File: config.mk
export PLATFORM = sky130hd
export DESIGN_NAME = mem_access_unit_flat
export DESIGN_NICKNAME = d
export VERILOG_FILES = /design/src/rtl/mem_access_unit_if.sv /design/src/rtl/mem_access_unit.sv /design/src/flat_wrapper.sv
export SDC_FILE = /design/constraint.sdc
export NUM_CORES = 1
export LEC_CHECK = 0
export BUFFER_PORTS_ARGS = -buffer_cell sky130_fd_sc_hd__buf_2
export CAP_MARGIN = 15
export CORE_MARGIN = 4
export CORE_UTILIZATION = 52
export CTS_BUF_LIST = sky130_fd_sc_hd__clkbuf_4
export CTS_CLUSTER_DIAMETER = 200
export CTS_CLUSTER_SIZE = 10
export DETAILED_ROUTE_END_ITERATION = 12
export GPL_ROUTABILITY_DRIVEN = 0
export GPL_TIMING_DRIVEN = 0
export PLACE_DENSITY = 0.83
export SYNTH_ARGS = -nofsm -noshare
export SYNTH_HDL_FRONTEND = slang
export SYNTH_SLANG_ARGS = --single-unit
File: constraint.sdc
create_clock -name clk -period 2.04 [get_ports clk]
set_input_delay 0.408 -clock clk [delete_from_list [all_inputs] [get_ports clk]]
set_output_delay 0.408 -clock clk [all_outputs]
set_load 0.02 [all_outputs]
File: src/rtl/mem_access_unit_if.sv
// Bundle of the execute-stage handshake, the data-memory bus and the writeback record
// seen by the memory stage. "master" is the memory stage itself, "slave" its environment.
interface mem_access_unit_if #(
    parameter int ADDR_W = 32,
    parameter int RD_W   = 5
);
    logic              ex_valid;
    logic              ex_ready;
    logic [ADDR_W-1:0] ex_alu_result;
    logic [31:0]       ex_store_data;
    logic              ex_mem_read;
    logic              ex_mem_write;
    logic [2:0]        ex_funct3;
    logic [RD_W-1:0]   ex_rd;
    logic              ex_reg_write;

    logic              mem_req;
    logic              mem_we;
    logic [31:0]       mem_addr;
    logic [31:0]       mem_wdata;
    logic [3:0]        mem_wstrb;
    logic              mem_ack;
    logic [31:0]       mem_rdata;

    logic              wb_valid;
    logic [RD_W-1:0]   wb_rd;
    logic [31:0]       wb_data;
    logic              wb_reg_write;
    logic              wb_misaligned;

    modport master (
        input  ex_valid, ex_alu_result, ex_store_data, ex_mem_read, ex_mem_write,
               ex_funct3, ex_rd, ex_reg_write, mem_ack, mem_rdata,
        output ex_ready, mem_req, mem_we, mem_addr, mem_wdata, mem_wstrb,
               wb_valid, wb_rd, wb_data, wb_reg_write, wb_misaligned
    );

    modport slave (
        output ex_valid, ex_alu_result, ex_store_data, ex_mem_read, ex_mem_write,
               ex_funct3, ex_rd, ex_reg_write, mem_ack, mem_rdata,
        input  ex_ready, mem_req, mem_we, mem_addr, mem_wdata, mem_wstrb,
               wb_valid, wb_rd, wb_data, wb_reg_write, wb_misaligned
    );
endinterface

File: src/rtl/mem_access_unit.sv
// Memory stage: issues aligned load/store requests on a req/ack bus, extends load data and
// emits one registered writeback record per accepted instruction.
module mem_access_unit #(
    parameter int ADDR_W = 32,
    parameter int RD_W   = 5
) (
    input  logic             clk,
    input  logic             rst_n,
    mem_access_unit_if.master bus
);
    typedef enum logic [0:0] {ST_IDLE = 1'b0, ST_BUS = 1'b1} state_t;

    function automatic logic misaligned_f(input logic [2:0] f3, input logic [1:0] a);
        case (f3)
            3'b000, 3'b100: misaligned_f = 1'b0;
            3'b001, 3'b101: misaligned_f = a[0];
            3'b010:         misaligned_f = (a != 2'b00);
            default:        misaligned_f = 1'b1;
        endcase
    endfunction

    function automatic logic [3:0] store_strb_f(input logic [2:0] f3, input logic [1:0] a);
        case (f3[1:0])
            2'b00:   store_strb_f = 4'b0001 << a;
            2'b01:   store_strb_f = 4'b0011 << a;
            default: store_strb_f = 4'b1111;
        endcase
    endfunction

    function automatic logic [31:0] store_data_f(input logic [2:0] f3, input logic [31:0] d);
        case (f3[1:0])
            2'b00:   store_data_f = {4{d[7:0]}};
            2'b01:   store_data_f = {2{d[15:0]}};
            default: store_data_f = d;
        endcase
    endfunction

    function automatic logic [31:0] load_ext_f(input logic [2:0] f3, input logic [1:0] a,
                                               input logic [31:0] d);
        logic [7:0]  byte_v;
        logic [15:0] half_v;
        byte_v = d[{a, 3'b000} +: 8];
        half_v = d[{a[1], 4'b0000} +: 16];
        case (f3)
            3'b000:  load_ext_f = {{24{byte_v[7]}}, byte_v};
            3'b100:  load_ext_f = {24'h000000, byte_v};
            3'b001:  load_ext_f = {{16{half_v[15]}}, half_v};
            3'b101:  load_ext_f = {16'h0000, half_v};
            default: load_ext_f = d;
        endcase
    endfunction

    state_t          state_r, state_next_s;
    logic            ex_ready_r, ex_ready_s;
    logic            mem_req_r, mem_req_s, mem_we_r, mem_we_s;
    logic [31:0]     mem_addr_r, mem_addr_s, mem_wdata_r, mem_wdata_s;
    logic [3:0]      mem_wstrb_r, mem_wstrb_s;
    logic            wb_valid_r, wb_valid_s, wb_reg_write_r, wb_reg_write_s;
    logic            wb_mis_r, wb_mis_s;
    logic [RD_W-1:0] wb_rd_r, wb_rd_s, rd_r, rd_s;
    logic [31:0]     wb_data_r, wb_data_s;
    logic [2:0]      f3_r, f3_s;
    logic [1:0]      lane_r, lane_s;
    logic            rw_r, rw_s;

    logic [31:0]     addr32_s;
    logic            accept_s, is_mem_s, mis_s;

    assign addr32_s = 32'(bus.ex_alu_result);
    // ex_ready_r is only ever high in IDLE, so it alone qualifies acceptance
    assign accept_s = bus.ex_valid & ex_ready_r;
    assign is_mem_s = bus.ex_mem_read | bus.ex_mem_write;
    assign mis_s    = misaligned_f(bus.ex_funct3, addr32_s[1:0]);

    // State register
    always_ff @(posedge clk or negedge rst_n) begin
        if (!rst_n) begin
            state_r <= ST_IDLE;
        end else begin
            state_r <= state_next_s;
        end
    end

    // Next-state logic
    always_comb begin
        state_next_s = state_r;
        case (state_r)
            ST_IDLE: begin
                if (accept_s && is_mem_s && !mis_s) begin
                    state_next_s = ST_BUS;
                end else begin
                    state_next_s = ST_IDLE;
                end
            end
            ST_BUS: begin
                if (bus.mem_ack) begin
                    state_next_s = ST_IDLE;
                end else begin
                    state_next_s = ST_BUS;
                end
            end
            default: state_next_s = ST_IDLE;
        endcase
    end

    // Output/capture logic: next values for every registered output
    always_comb begin
        ex_ready_s     = (state_next_s == ST_IDLE);
        mem_req_s      = 1'b0;
        mem_we_s       = mem_we_r;
        mem_addr_s     = mem_addr_r;
        mem_wdata_s    = mem_wdata_r;
        mem_wstrb_s    = mem_wstrb_r;
        wb_valid_s     = 1'b0;
        wb_rd_s        = wb_rd_r;
        wb_data_s      = wb_data_r;
        wb_reg_write_s = wb_reg_write_r;
        wb_mis_s       = wb_mis_r;
        f3_s           = f3_r;
        lane_s         = lane_r;
        rd_s           = rd_r;
        rw_s           = rw_r;
        case (state_r)
            ST_IDLE: begin
                if (accept_s && !is_mem_s) begin
                    wb_valid_s     = 1'b1;
                    wb_rd_s        = bus.ex_rd;
                    wb_data_s      = addr32_s;
                    wb_reg_write_s = bus.ex_reg_write;
                    wb_mis_s       = 1'b0;
                end else if (accept_s && mis_s) begin
                    wb_valid_s     = 1'b1;
                    wb_rd_s        = bus.ex_rd;
                    wb_data_s      = addr32_s;
                    wb_reg_write_s = 1'b0;
                    wb_mis_s       = 1'b1;
                end else if (accept_s) begin
                    // a set write flag wins over the read flag
                    mem_req_s   = 1'b1;
                    mem_we_s    = bus.ex_mem_write;
                    mem_addr_s  = {addr32_s[31:2], 2'b00};
                    mem_wdata_s = bus.ex_mem_write ? store_data_f(bus.ex_funct3, bus.ex_store_data) : 32'h0000_0000;
                    mem_wstrb_s = bus.ex_mem_write ? store_strb_f(bus.ex_funct3, addr32_s[1:0]) : 4'b0000;
                    f3_s        = bus.ex_funct3;
                    lane_s      = addr32_s[1:0];
                    rd_s        = bus.ex_rd;
                    rw_s        = bus.ex_reg_write;
                end else begin
                    mem_req_s = 1'b0;
                end
            end
            ST_BUS: begin
                if (bus.mem_ack) begin
                    wb_valid_s     = 1'b1;
                    wb_rd_s        = rd_r;
                    wb_mis_s       = 1'b0;
                    wb_reg_write_s = mem_we_r ? 1'b0 : rw_r;
                    wb_data_s      = mem_we_r ? wb_data_r : load_ext_f(f3_r, lane_r, bus.mem_rdata);
                end else begin
                    mem_req_s = 1'b1;
                end
            end
            default: mem_req_s = 1'b0;
        endcase
    end

    // Output and capture registers
    always_ff @(posedge clk or negedge rst_n) begin
        if (!rst_n) begin
            ex_ready_r     <= 1'b0;
            mem_req_r      <= 1'b0;
            mem_we_r       <= 1'b0;
            mem_addr_r     <= 32'h0000_0000;
            mem_wdata_r    <= 32'h0000_0000;
            mem_wstrb_r    <= 4'b0000;
            wb_valid_r     <= 1'b0;
            wb_rd_r        <= '0;
            wb_data_r      <= 32'h0000_0000;
            wb_reg_write_r <= 1'b0;
            wb_mis_r       <= 1'b0;
            f3_r           <= 3'b000;
            lane_r         <= 2'b00;
            rd_r           <= '0;
            rw_r           <= 1'b0;
        end else begin
            ex_ready_r     <= ex_ready_s;
            mem_req_r      <= mem_req_s;
            mem_we_r       <= mem_we_s;
            mem_addr_r     <= mem_addr_s;
            mem_wdata_r    <= mem_wdata_s;
            mem_wstrb_r    <= mem_wstrb_s;
            wb_valid_r     <= wb_valid_s;
            wb_rd_r        <= wb_rd_s;
            wb_data_r      <= wb_data_s;
            wb_reg_write_r <= wb_reg_write_s;
            wb_mis_r       <= wb_mis_s;
            f3_r           <= f3_s;
            lane_r         <= lane_s;
            rd_r           <= rd_s;
            rw_r           <= rw_s;
        end
    end

    assign bus.ex_ready      = ex_ready_r;
    assign bus.mem_req       = mem_req_r;
    assign bus.mem_we        = mem_we_r;
    assign bus.mem_addr      = mem_addr_r;
    assign bus.mem_wdata     = mem_wdata_r;
    assign bus.mem_wstrb     = mem_wstrb_r;
    assign bus.wb_valid      = wb_valid_r;
    assign bus.wb_rd         = wb_rd_r;
    assign bus.wb_data       = wb_data_r;
    assign bus.wb_reg_write  = wb_reg_write_r;
    assign bus.wb_misaligned = wb_mis_r;
endmodule
File: src/flat_wrapper.sv
// flat-port wrapper written by rule: the top's interface ports become plain ports
module mem_access_unit_flat 
#(
    parameter int ADDR_W = 32,
    parameter int RD_W   = 5
)
  (clk, rst_n, bus_ex_valid, bus_ex_alu_result, bus_ex_store_data, bus_ex_mem_read, bus_ex_mem_write, bus_ex_funct3, bus_ex_rd, bus_ex_reg_write, bus_mem_ack, bus_mem_rdata, bus_ex_ready, bus_mem_req, bus_mem_we, bus_mem_addr, bus_mem_wdata, bus_mem_wstrb, bus_wb_valid, bus_wb_rd, bus_wb_data, bus_wb_reg_write, bus_wb_misaligned);
  mem_access_unit_if #(.ADDR_W(ADDR_W), .RD_W(RD_W)) bus_i ();
  input  logic clk;
  input  logic rst_n;
  input wire logic [$bits(bus_i.ex_valid)-1:0] bus_ex_valid;
  input wire logic [$bits(bus_i.ex_alu_result)-1:0] bus_ex_alu_result;
  input wire logic [$bits(bus_i.ex_store_data)-1:0] bus_ex_store_data;
  input wire logic [$bits(bus_i.ex_mem_read)-1:0] bus_ex_mem_read;
  input wire logic [$bits(bus_i.ex_mem_write)-1:0] bus_ex_mem_write;
  input wire logic [$bits(bus_i.ex_funct3)-1:0] bus_ex_funct3;
  input wire logic [$bits(bus_i.ex_rd)-1:0] bus_ex_rd;
  input wire logic [$bits(bus_i.ex_reg_write)-1:0] bus_ex_reg_write;
  input wire logic [$bits(bus_i.mem_ack)-1:0] bus_mem_ack;
  input wire logic [$bits(bus_i.mem_rdata)-1:0] bus_mem_rdata;
  output wire logic [$bits(bus_i.ex_ready)-1:0] bus_ex_ready;
  output wire logic [$bits(bus_i.mem_req)-1:0] bus_mem_req;
  output wire logic [$bits(bus_i.mem_we)-1:0] bus_mem_we;
  output wire logic [$bits(bus_i.mem_addr)-1:0] bus_mem_addr;
  output wire logic [$bits(bus_i.mem_wdata)-1:0] bus_mem_wdata;
  output wire logic [$bits(bus_i.mem_wstrb)-1:0] bus_mem_wstrb;
  output wire logic [$bits(bus_i.wb_valid)-1:0] bus_wb_valid;
  output wire logic [$bits(bus_i.wb_rd)-1:0] bus_wb_rd;
  output wire logic [$bits(bus_i.wb_data)-1:0] bus_wb_data;
  output wire logic [$bits(bus_i.wb_reg_write)-1:0] bus_wb_reg_write;
  output wire logic [$bits(bus_i.wb_misaligned)-1:0] bus_wb_misaligned;
  assign bus_i.ex_valid = bus_ex_valid;
  assign bus_i.ex_alu_result = bus_ex_alu_result;
  assign bus_i.ex_store_data = bus_ex_store_data;
  assign bus_i.ex_mem_read = bus_ex_mem_read;
  assign bus_i.ex_mem_write = bus_ex_mem_write;
  assign bus_i.ex_funct3 = bus_ex_funct3;
  assign bus_i.ex_rd = bus_ex_rd;
  assign bus_i.ex_reg_write = bus_ex_reg_write;
  assign bus_i.mem_ack = bus_mem_ack;
  assign bus_i.mem_rdata = bus_mem_rdata;
  assign bus_ex_ready = bus_i.ex_ready;
  assign bus_mem_req = bus_i.mem_req;
  assign bus_mem_we = bus_i.mem_we;
  assign bus_mem_addr = bus_i.mem_addr;
  assign bus_mem_wdata = bus_i.mem_wdata;
  assign bus_mem_wstrb = bus_i.mem_wstrb;
  assign bus_wb_valid = bus_i.wb_valid;
  assign bus_wb_rd = bus_i.wb_rd;
  assign bus_wb_data = bus_i.wb_data;
  assign bus_wb_reg_write = bus_i.wb_reg_write;
  assign bus_wb_misaligned = bus_i.wb_misaligned;
  mem_access_unit #(.ADDR_W(ADDR_W), .RD_W(RD_W)) u_core (.clk(clk), .rst_n(rst_n), .bus(bus_i));
endmodule
==> flow_summary.ini, run 1 <==
[status]
status = finished clean

[sta]
relSlewSlack_pct = 53.0
min_period_ns = 1.94
fmax_mhz = 515
skew_ns = 0.0202
finalCritPeriodShare_pct = 95.2
hold_viol = 0
tightest_slew_ns = 0.704
setup_viol = 0
slew_violations = 0
fin_hold_ws_ns = 0.0587

[clock_tree]
cts_tree = yes
numCtsBuffers = 17
cts_max_level = 4
cts-root-buf = clkbuf_4
clk_latency_ns = 0.55
cts_sinks = 121
path_clk_slew_ns = 0.12
clk_path_buf_depth = 2

[route]
drt-initial-drc-count = 451
viasPerCell = 5.85
remaining_drc_errors = 0
dr.pass1.iters = 5
drt_wl_total_mm = 19.8
ant_nets = 0
wire_per_inst_um = 19.8
via_count = 5848

[yosys]
seq_area_frac_synth_pct = 49.3
synth-edff-count = 0
synth_warnings = 0
async_flop_share_pct = 100
synthFlopType = dfrtp_1
synth_top_cell_by_area = dfrtp_1
synth.distinct_cells = 43
syn_avg_cell_area_sq_um = 10.3
synth_top_area_share_pct = 49.3
synth.area.top_cells = dfrtp_1 49%, mux2_4 10%, nand2_1 5.6%
synth_seq_cells = 121
synth_area_sq_um = 6140
synthCells = 598

[setup_path]
setup.worst_path.start_class = flip-flop
worst_ep_required_time_ns = 2.47
cpPeakStageDelay_ns = 0.46
crit_arrival_ns = 2.37
cpMaxStageDelayCell = dfrtp_2
r2r.worst_path.cells = 8
critical_path.endpoint_type = flip-flop
crit_chain = inv_1, clkbuf_4, and3_2, a21o_1, buf_2, clkbuf_4, buf_6, a31oi_1
crit_type = reg -> reg
crit_path_max_fanout = 10
r2r-end = u_core.bus.wb_data[21]$_DFFE_PN0P_
rrSetupSlack_ns = 0.1
r2r_start = u_core.state_r$_DFF_PN0_
crit_top_cell = clkbuf_4

[floorplanning]
core_sq_um = 11500
start_util_pct = 53.6
die-area_sq_um = 13600
ios = 222
row_count = 39
die_h_um = 117
die_x_um = 117

[global_routing]
grt_max_degree = 73
grt_pass1_vias = 5868
track_usage_pct = 29.1
grt_first_pass_wirelength_mm = 30.3
antenna_found_initial = 3
overflow = 0

[min_path]
hold_end = u_core.bus.mem_req$_DFF_PN0_
hold_path.class = in -> reg
worstHoldPathCells = 2
min-delay-start = bus_mem_ack

[placed_design]
hpwlAfterDp_mm = 15.0
io_buffer_count = 217
place_area_sq_um = 7440
dp.cells = 960

[cells_and_area]
syn2layout_area_growth_pct = 27.6
drive_above_1_share_pct = 41.5
layout_common_cells = 224 x buf_2, 120 x dfrtp_1, 91 x nand2_1
nFillCells = 897
nNetsFinal = 953
fin_util_pct = 68.3
final_common_cell = buf_2
design_area_sq_um = 7840
finalNonFillerCells = 999

[power]
ir_drop_mv = 0.871
p_leak_uw = 0.00401
power_density_nw_per_um2 = 1180

[flow_run]
cap_violations = 0
[sequential cells by signal (all words and copies together) (netlist names), 2 cells and up]
signal	cells
u_core.bus.mem_addr	30
u_core.bus.mem_wdata	32
u_core.bus.mem_wstrb	4
u_core.bus.wb_data	32
u_core.bus.wb_rd	5
u_core.f3_r	3
u_core.lane_r	2
u_core.rd_r	5
[cells in the mapped netlist, drive strengths merged, types with 4 or more instances]
cell	instances
mux2	62
nand2	91
dfrtp	121
nor2b	6
a21oi	41
and3	16
a211oi	7
nor3	6
buf	27
a21o	5
nor2	37
clkbuf	23
a22oi	4
o22ai	5
a22o	5
nand3	5
mux2i	17
a31oi	19
inv	13
o21ai	67
[through the flow]
step	worst slack (ns)	power (uW)	setup TNS, ns
floorplan	0.182	6030	0
global placement	-0.859	7290	-103.40
detailed placement	-0.210	7440	-0.930
CTS	0.0200	9160	0
global route	-0.00597	9730	-0.00597
finish	0.0982	9230	0
[per-layer routing]
metal / part of all wire, % / global-route usage [%]
met4: 4.4 / 14.1
met2: 48 / 50.1
met1: 37 / 33.4
met3: 11 / 8.19
met5: 0.14 / 0
[cell type report]
type | instances | area (sq um) | area share [%]
Clock buffer | 17 | 128 | 1.63
Buffer | 50 | 342 | 4.36
Inverter | 13 | 48.8 | 0.623
Clock inverter | 15 | 154 | 1.96
Timing Repair Buffer | 224 | 1170 | 14.9
Sequential cell | 121 | 3030 | 38.6
Tap cell | 143 | 179 | 2.28
Multi-Input combinational cell | 415 | 2790 | 35.6
Antenna cell | 1 | 2.50 | 0.0319
[kinds of logic after synthesis]
| group | after synthesis | synth area share [%] |
|---|---|---|
| AO/OA/AOI/OAI | 168 | 16.1 |
| AND/OR/NAND/NOR | 166 | 11.7 |
| flip-flops | 121 | 49.3 |
| multiplexers | 79 | 16.6 |
| buffers and inverters | 63 | 6.13 |
| other | 1 | 0.0611 |
[how the worst max path moves through the flow]
stage                                             from                                   to  slack (ns)  cells after the start
after CTS                     u_core.state_r$_DFF_PN0_   u_core.bus.wb_data[25]$_DFFE_PN0P_        0.02                      8
after floorplan                   bus_ex_alu_result[0]  u_core.bus.mem_addr[10]$_DFFE_PN0P_        0.18                      7
after detailed placement  u_core.lane_r[1]$_DFFE_PN0P_   u_core.bus.wb_data[10]$_DFFE_PN0P_       -0.21                      6
final                         u_core.state_r$_DFF_PN0_   u_core.bus.wb_data[21]$_DFFE_PN0P_         0.1                      8
after global routing          u_core.state_r$_DFF_PN0_    u_core.bus.wb_data[7]$_DFFE_PN0P_      -0.006                      8
after global placement                           rst_n  u_core.bus.mem_wdata[5]$_DFFE_PN0P_       -0.86                      1
[power breakdown]
part | total (uW) | switching, uW | internal, uW
combinational | 3920 | 2360 | 1560
sequential | 3590 | 439 | 3150
clock | 1720 | 995 | 725
[critical path, delay by kind of cell (launching register included)]
family                 cells  cell delay (ns)
AO/OA/AOI/OAI              2             0.21
flip-flops                 1             0.46
AND/OR/NAND/NOR            1             0.26
buffers and inverters      5             0.89
[what timing repair did]
item | CTS | global route
hold buffers | 1 | 0
setup endpoints to repair | 12 | 30
pin swaps | 1 | 2
buffers inserted | 1 | 4
hold endpoints to repair | 49 | 0
resized for setup | 2 | 19
gates cloned | 0 | 0
No activity file was read; power rests on OpenSTA's default activity.
==> run 2: changes to the inputs <==
- ABC_AREA: default -> 1
==> run 2 against run 1 <==
Effect of this change: clock power down 6%; first-iteration DRC count rose by 15%; non-clock buffer count shrank 7; synthesized area hardly changed; synthesized cell count increased by 37%; global-route usage down 1.5 points; fmax increased by 5.8%; register-to-register slack better by 0.11 ns; cell count up 22%; critical path type unchanged; critical path depth increased by 3; routed wire length is 5.3% lower.
==> flow_summary.ini, run 2 <==
[route]
via_count = 6215
viasPerCell = 5.11
ant_nets = 0
remaining_drc_errors = 0
wire_per_inst_um = 15.4
dr.pass1.iters = 5
drt_wl_total_mm = 18.7
drt-initial-drc-count = 518

[global_routing]
grt_first_pass_wirelength_mm = 29.1
grt_pass1_vias = 5880
overflow = 0
track_usage_pct = 27.6
grt_max_degree = 73
antenna_found_initial = 0

[floorplanning]
row_count = 39
core_sq_um = 11500
start_util_pct = 53.4
die-area_sq_um = 13600
die_x_um = 117
ios = 222
die_h_um = 117

[placed_design]
place_area_sq_um = 7460
hpwlAfterDp_mm = 14.2
dp.cells = 1184
io_buffer_count = 219

[yosys]
synth_area_sq_um = 6140
synth.area.top_cells = dfrtp_1 49%, nand2_1 25%, o21ai_2 4.1%
synth.distinct_cells = 25
seq_area_frac_synth_pct = 49.3
synth_top_cell_by_area = dfrtp_1
synth_top_area_share_pct = 49.3
synth.most_common_cell = nand2_1
syn_avg_cell_area_sq_um = 7.49
synth_commonest_cells = 415 x nand2_1, 121 x dfrtp_1, 48 x o21ai_0
synth_seq_cells = 121
synthCells = 820
synth-edff-count = 0
synth_warnings = 0
async_flop_share_pct = 100
synthFlopType = dfrtp_1

[clock_tree]
cts_tree = yes
path_clk_slew_ns = 0.12
clk_latency_ns = 0.54
post_cts_buffers = 0
cts_sinks = 121
clk_path_buf_depth = 2
cts_max_level = 4
cts-root-buf = clkbuf_4
numCtsBuffers = 17

[sta]
slew_violations = 0
hold_viol = 0
skew_ns = 0.0196
relSlewSlack_pct = 63.9
min_period_ns = 1.83
finalCritPeriodShare_pct = 89.9
rsz0062_at_grt = false
tightest_slew_ns = 0.541
timing.setup.tns_ns = 0
fmax_mhz = 545
setup_viol = 0

[cells_and_area]
finalNonFillerCells = 1217
final_common_cell = nand2_1
syn2layout_area_growth_pct = 25.7
fin_util_pct = 67.0
nFillCells = 1055
layout_common_cells = 415 x nand2_1, 234 x buf_2, 121 x dfrtp_1
nNetsFinal = 1172
design_area_sq_um = 7720
drive_above_1_share_pct = 29.9

[min_path]
hold_path.class = in -> reg

[setup_path]
crit_arrival_ns = 2.31
setup.worst_path.start_class = flip-flop
crit_path_max_fanout = 10
worst_ep_required_time_ns = 2.51
crit_type = reg -> reg
critical_path.endpoint_type = flip-flop

[power]
switching_share_pct = 43.1
p_comb_share_pct = 43.1
power_density_nw_per_um2 = 1170
pwr-share-clk_pct = 17.8
internal_power_uw = 5150
p_leak_uw = 0.00451
p_seq_share_pct = 39.1
ir_drop_mv = 0.558
switchingPower_uw = 3900

[status]
status = finished clean

[flow_run]
cap_violations = 0
run 2: cell types whose count changed after synthesis, moves of 13 or more:
| cell | before | now |
|---|---|---|
| inv_1 | 13 | 40 |
| a31oi_1 | 19 | 1 |
| and3_1 | 16 | 0 |
| nand2_1 | 91 | 415 |
| o21ai_2 | 0 | 29 |
| nand3_1 | 5 | 27 |
| mux2_2 | 21 | 0 |
| mux2_4 | 41 | 0 |
| o21ai_1 | 13 | 0 |
| mux2i_1 | 17 | 0 |
run 2: path summary, 6_finish.rpt:
| check | startpoint | endpoint | slack (ns) | cells past startpoint |
|---|---|---|---|---|
| worst max-delay path | u_core.f3_r[1]$_DFFE_PN0P_ | u_core.bus.wb_data[26]$_DFFE_PN0P_ | 0.21 | 11 |
| worst min-delay path | bus_ex_alu_result[18] | u_core.bus.mem_addr[18]$_DFFE_PN0P_ | 0.09 | 3 |
| worst max register to register | u_core.f3_r[1]$_DFFE_PN0P_ | u_core.bus.wb_data[26]$_DFFE_PN0P_ | 0.21 | 11 |
| worst min register to register | u_core.bus.mem_addr[25]$_DFFE_PN0P_ | u_core.bus.mem_addr[25]$_DFFE_PN0P_ | 0.47 | 2 |
| max in group asynchronous | rst_n | u_core.lane_r[1]$_DFFE_PN0P_ | 0.95 | 3 |
| min in group asynchronous | rst_n | u_core.bus.wb_data[15]$_DFFE_PN0P_ | 0.38 | 2 |
run 2: cells by family (layout without fill, tap and decap cells):
kind of cell	Yosys count	in the layout	synth area share, %
AO/OA/AOI/OAI	121	121	12.4
buffers and inverters	91	343	6.98
flip-flops	121	121	49.3
other	1	3	0.0610
AND/OR/NAND/NOR	486	486	31.3
run 2: layout make-up:
type                            instances  area (sq um)  share of cell area [%]
Timing Repair Buffer                  221          1140                    14.8
Clock inverter                         12           109                    1.41
Inverter                               45           169                    2.19
Tap cell                              143           179                    2.32
Clock buffer                           19           143                    1.85
Antenna cell                            1          2.50                  0.0324
Buffer                                 46           260                    3.37
Sequential cell                       121          3030                    39.2
Multi-Input combinational cell        609          2690                    34.9
run 2: per-layer routing:
| metal | vias up | part of all wire [%] | track usage, % |
|---|---|---|---|
| li1 | 3050 | - | - |
| met1 | 2798 | 41 | 37.3 |
| met2 | 321 | 46 | 42.1 |
| met3 | 46 | 10 | 7.98 |
| met4 | 0 | 2.8 | 11.1 |
| met5 | - | 0 | 0 |
run 2: power by group through the flow:
stage | combinational (uW) | sequential (uW) | clock, uW
6_report | 3900 | 3540 | 1610
3_3_place_gp | 3830 | 3550 | 0
5_1_grt | 4310 | 3620 | 1730
2_1_floorplan | 1650 | 4420 | 0
4_1_cts | 3900 | 3530 | 1640
3_5_place_dp | 3880 | 3570 | 0
run 2: what timing repair did:
item	in CTS	in global routing
hold buffers	1	0
gates resized for setup	0	0
hold endpoints to repair	49	0
run 2: metrics by stage:
step	setup slack, ns	power [uW]	hold WS [ns]
2_1_floorplan	0.496	6070	0.112
3_3_place_gp	-0.961	7380	0.449
3_5_place_dp	0.137	7460	0.378
4_1_cts	0.246	9060	0.0443
5_1_grt	0.0110	9660	0.0556
6_report	0.205	9050	0.0924
run 2: worst max-delay path: stages (launching register included):
cell	delay [ns]
dfrtp_1	0.37
buf_2	0.18
inv_2	0.14
nand2_1	0.08
a21oi_1	0.17
nand2_1	0.22
buf_2	0.25
nand3_1	0.10
nand2_1	0.08
nand2_1	0.08
nand2_1	0.05
nand2_1	0.05
==> run 3: changes to the inputs <==
- BUFFER_PORTS_ARGS: -buffer_cell sky130_fd_sc_hd__buf_2 -> default
- CORE_MARGIN: 4 -> 5
- CORE_UTILIZATION: 52 -> 60
- DONT_BUFFER_PORTS: default -> 1
- PLACE_DENSITY: 0.83 -> 0.76
==> run 3 against run 2 <==
Effect of this change: the run now ends with hold timing left; via count down 7.4%; clock power grew 19%; first-iteration DRC count shrank 13%; sequential cell count unchanged; largest power group is now sequential cells; highest routed layer unchanged.
==> flow_summary.ini, run 3 (synthesis gave the netlist of run 2 again) <==
[status]
status = finished, violations left
violations = hold timing

[cells_and_area]
nFillCells = 830
num_antenna_cells = 0
design_area_sq_um = 6990
finalNonFillerCells = 1024
multi_input_area_sq_um = 2690
nNetsFinal = 986
final_common_cell = nand2_1
layout_common_cells = 415 x nand2_1, 121 x dfrtp_1, 48 x o21ai_0
regArea_sq_um = 3030
syn2layout_area_growth_pct = 13.7
drive_above_1_share_pct = 11.9

[sta]
slew_violations = 0
timing.setup.tns_ns = 0
fin_hold_ws_ns = -0.425
fmax_mhz = 554
setup_viol = 0
min_period_ns = 1.80
rsz0062_at_grt = false
finalCritPeriodShare_pct = 88.4
tightest_slew_ns = 0.584
relSlewSlack_pct = 61.1
skew_ns = 0.0148
hold_viol = 121

[floorplanning]
row_count = 37
die-area_sq_um = 12400
start_util_pct = 60.6
die_x_um = 111
core_sq_um = 10100
ios = 222
die_h_um = 111

[route]
drt_wl_total_mm = 18.7
ant_nets = 0
dr.pass1.iters = 5
viasPerCell = 5.62
drt-initial-drc-count = 449
via_count = 5753
wire_per_inst_um = 18.3
remaining_drc_errors = 0

[global_routing]
antenna_found_initial = 0
grt_pass1_vias = 5684
grt_first_pass_wirelength_mm = 30.0
overflow = 0
grt_max_degree = 122
track_usage_pct = 30.6

[clock_tree]
cts_max_level = 4
cts_tree = yes
clk_latency_ns = 0.51
numCtsBuffers = 17
cts_sinks = 121
cts_resized = 0
clk_path_buf_depth = 2
path_clk_slew_ns = 0.10
cts_hold_buf = 34
cts-root-buf = clkbuf_4

[setup_path]
crit_arrival_ns = 2.25
worst_ep_required_time_ns = 2.49
crit_top_cell = nand2_1
critical_path.endpoint_type = flip-flop
crit_chain = nand2_1, nor3_1, nor2_1, nand2_2, nand2_4, nor2_4, buf_4, nand2_1, nand2_1
r2r_start = u_core.bus.ex_ready$_DFF_PN0_
crit_type = reg -> reg
cpMaxStageDelayCell = dfrtp_1
crit_start = u_core.bus.ex_ready$_DFF_PN0_
cpPeakStageDelay_ns = 0.48
setup.worst_path.start_class = flip-flop
r2r.worst_path.cells = 9
crit_path_max_fanout = 10

[placed_design]
place_area_sq_um = 6320
hpwlAfterDp_mm = 13.8
io_buffer_count = 0
dp.cells = 957

[power]
power.total_uw = 8660
power_density_nw_per_um2 = 1240
p_leak_uw = 0.00374
ir_drop_mv = 0.523

[flow_run]
cap_violations = 0

[min_path]
hold_path.class = in -> async
run 3: cell count changes in the layout (fill, tap and decap cells not counted), sizes merged:
cell | before | now
clkbuf | 34 | 38
bufinv | 2 | 4
buf | 251 | 32
diode | 1 | 0
dlygate4sd3 | 1 | 34
clkinv | 9 | 4
run 3: critical path, delay by kind of cell (launching register included):
kind,cells,cell delay [ns]
flip-flops,1,0.48
AND/OR/NAND/NOR,8,1.07
buffers and inverters,1,0.20
run 3: final timing paths:
check | slack, ns | end
min in group clk | 0.03 | u_core.bus.mem_wdata[1]$_DFFE_PN0P_
max in group asynchronous | 2.30 | u_core.bus.ex_ready$_DFF_PN0_
worst min register to register | 0.49 | u_core.rw_r$_DFFE_PN0P_
worst min-delay path | -0.43 | u_core.bus.mem_addr[6]$_DFFE_PN0P_
worst max register to register | 0.24 | u_core.bus.wb_data[3]$_DFFE_PN0P_
worst max-delay path | 0.24 | u_core.bus.wb_data[3]$_DFFE_PN0P_
run 3: routing by layer:
metal	global-route usage [%]	wire length, um
met1	36.2	6820
met2	49.6	9040
met3	11.5	2070
met4	13.9	783
met5	0	0
run 3: area by class of cell:
class / instances / area share, %
Buffer: 46 / 3.72
Tap cell: 136 / 2.44
Timing Repair Buffer: 35 / 4.98
Inverter: 45 / 2.42
Clock buffer: 23 / 2.47
Sequential cell: 121 / 43.3
Clock inverter: 9 / 2.11
Multi-Input combinational cell: 609 / 38.5
run 3: power by group:
group | internal [uW] | switching, uW
clock | 1050 | 872
sequential | 3140 | 1450
combinational | 787 | 1370
run 3: through the flow:
| stage | setup WS [ns] | hold slack, ns | util, % |
|---|---|---|---|
| 6_report | 0.236 | -0.425 | 68.9 |
| 5_1_grt | 0.0574 | -0.471 | 68.9 |
| 4_1_cts | 0.177 | -0.460 | 68.8 |
| 3_5_place_dp | 0.211 | 0.116 | 62.3 |
| 3_3_place_gp | 0.242 | 0.116 | 62.3 |
| 2_1_floorplan | 0.496 | 0.112 | - |
run 3: what timing repair did:
action,CTS,global route
endpoints found under the hold margin,155,121
setup endpoints to repair,0,9
buffers inserted,0,1
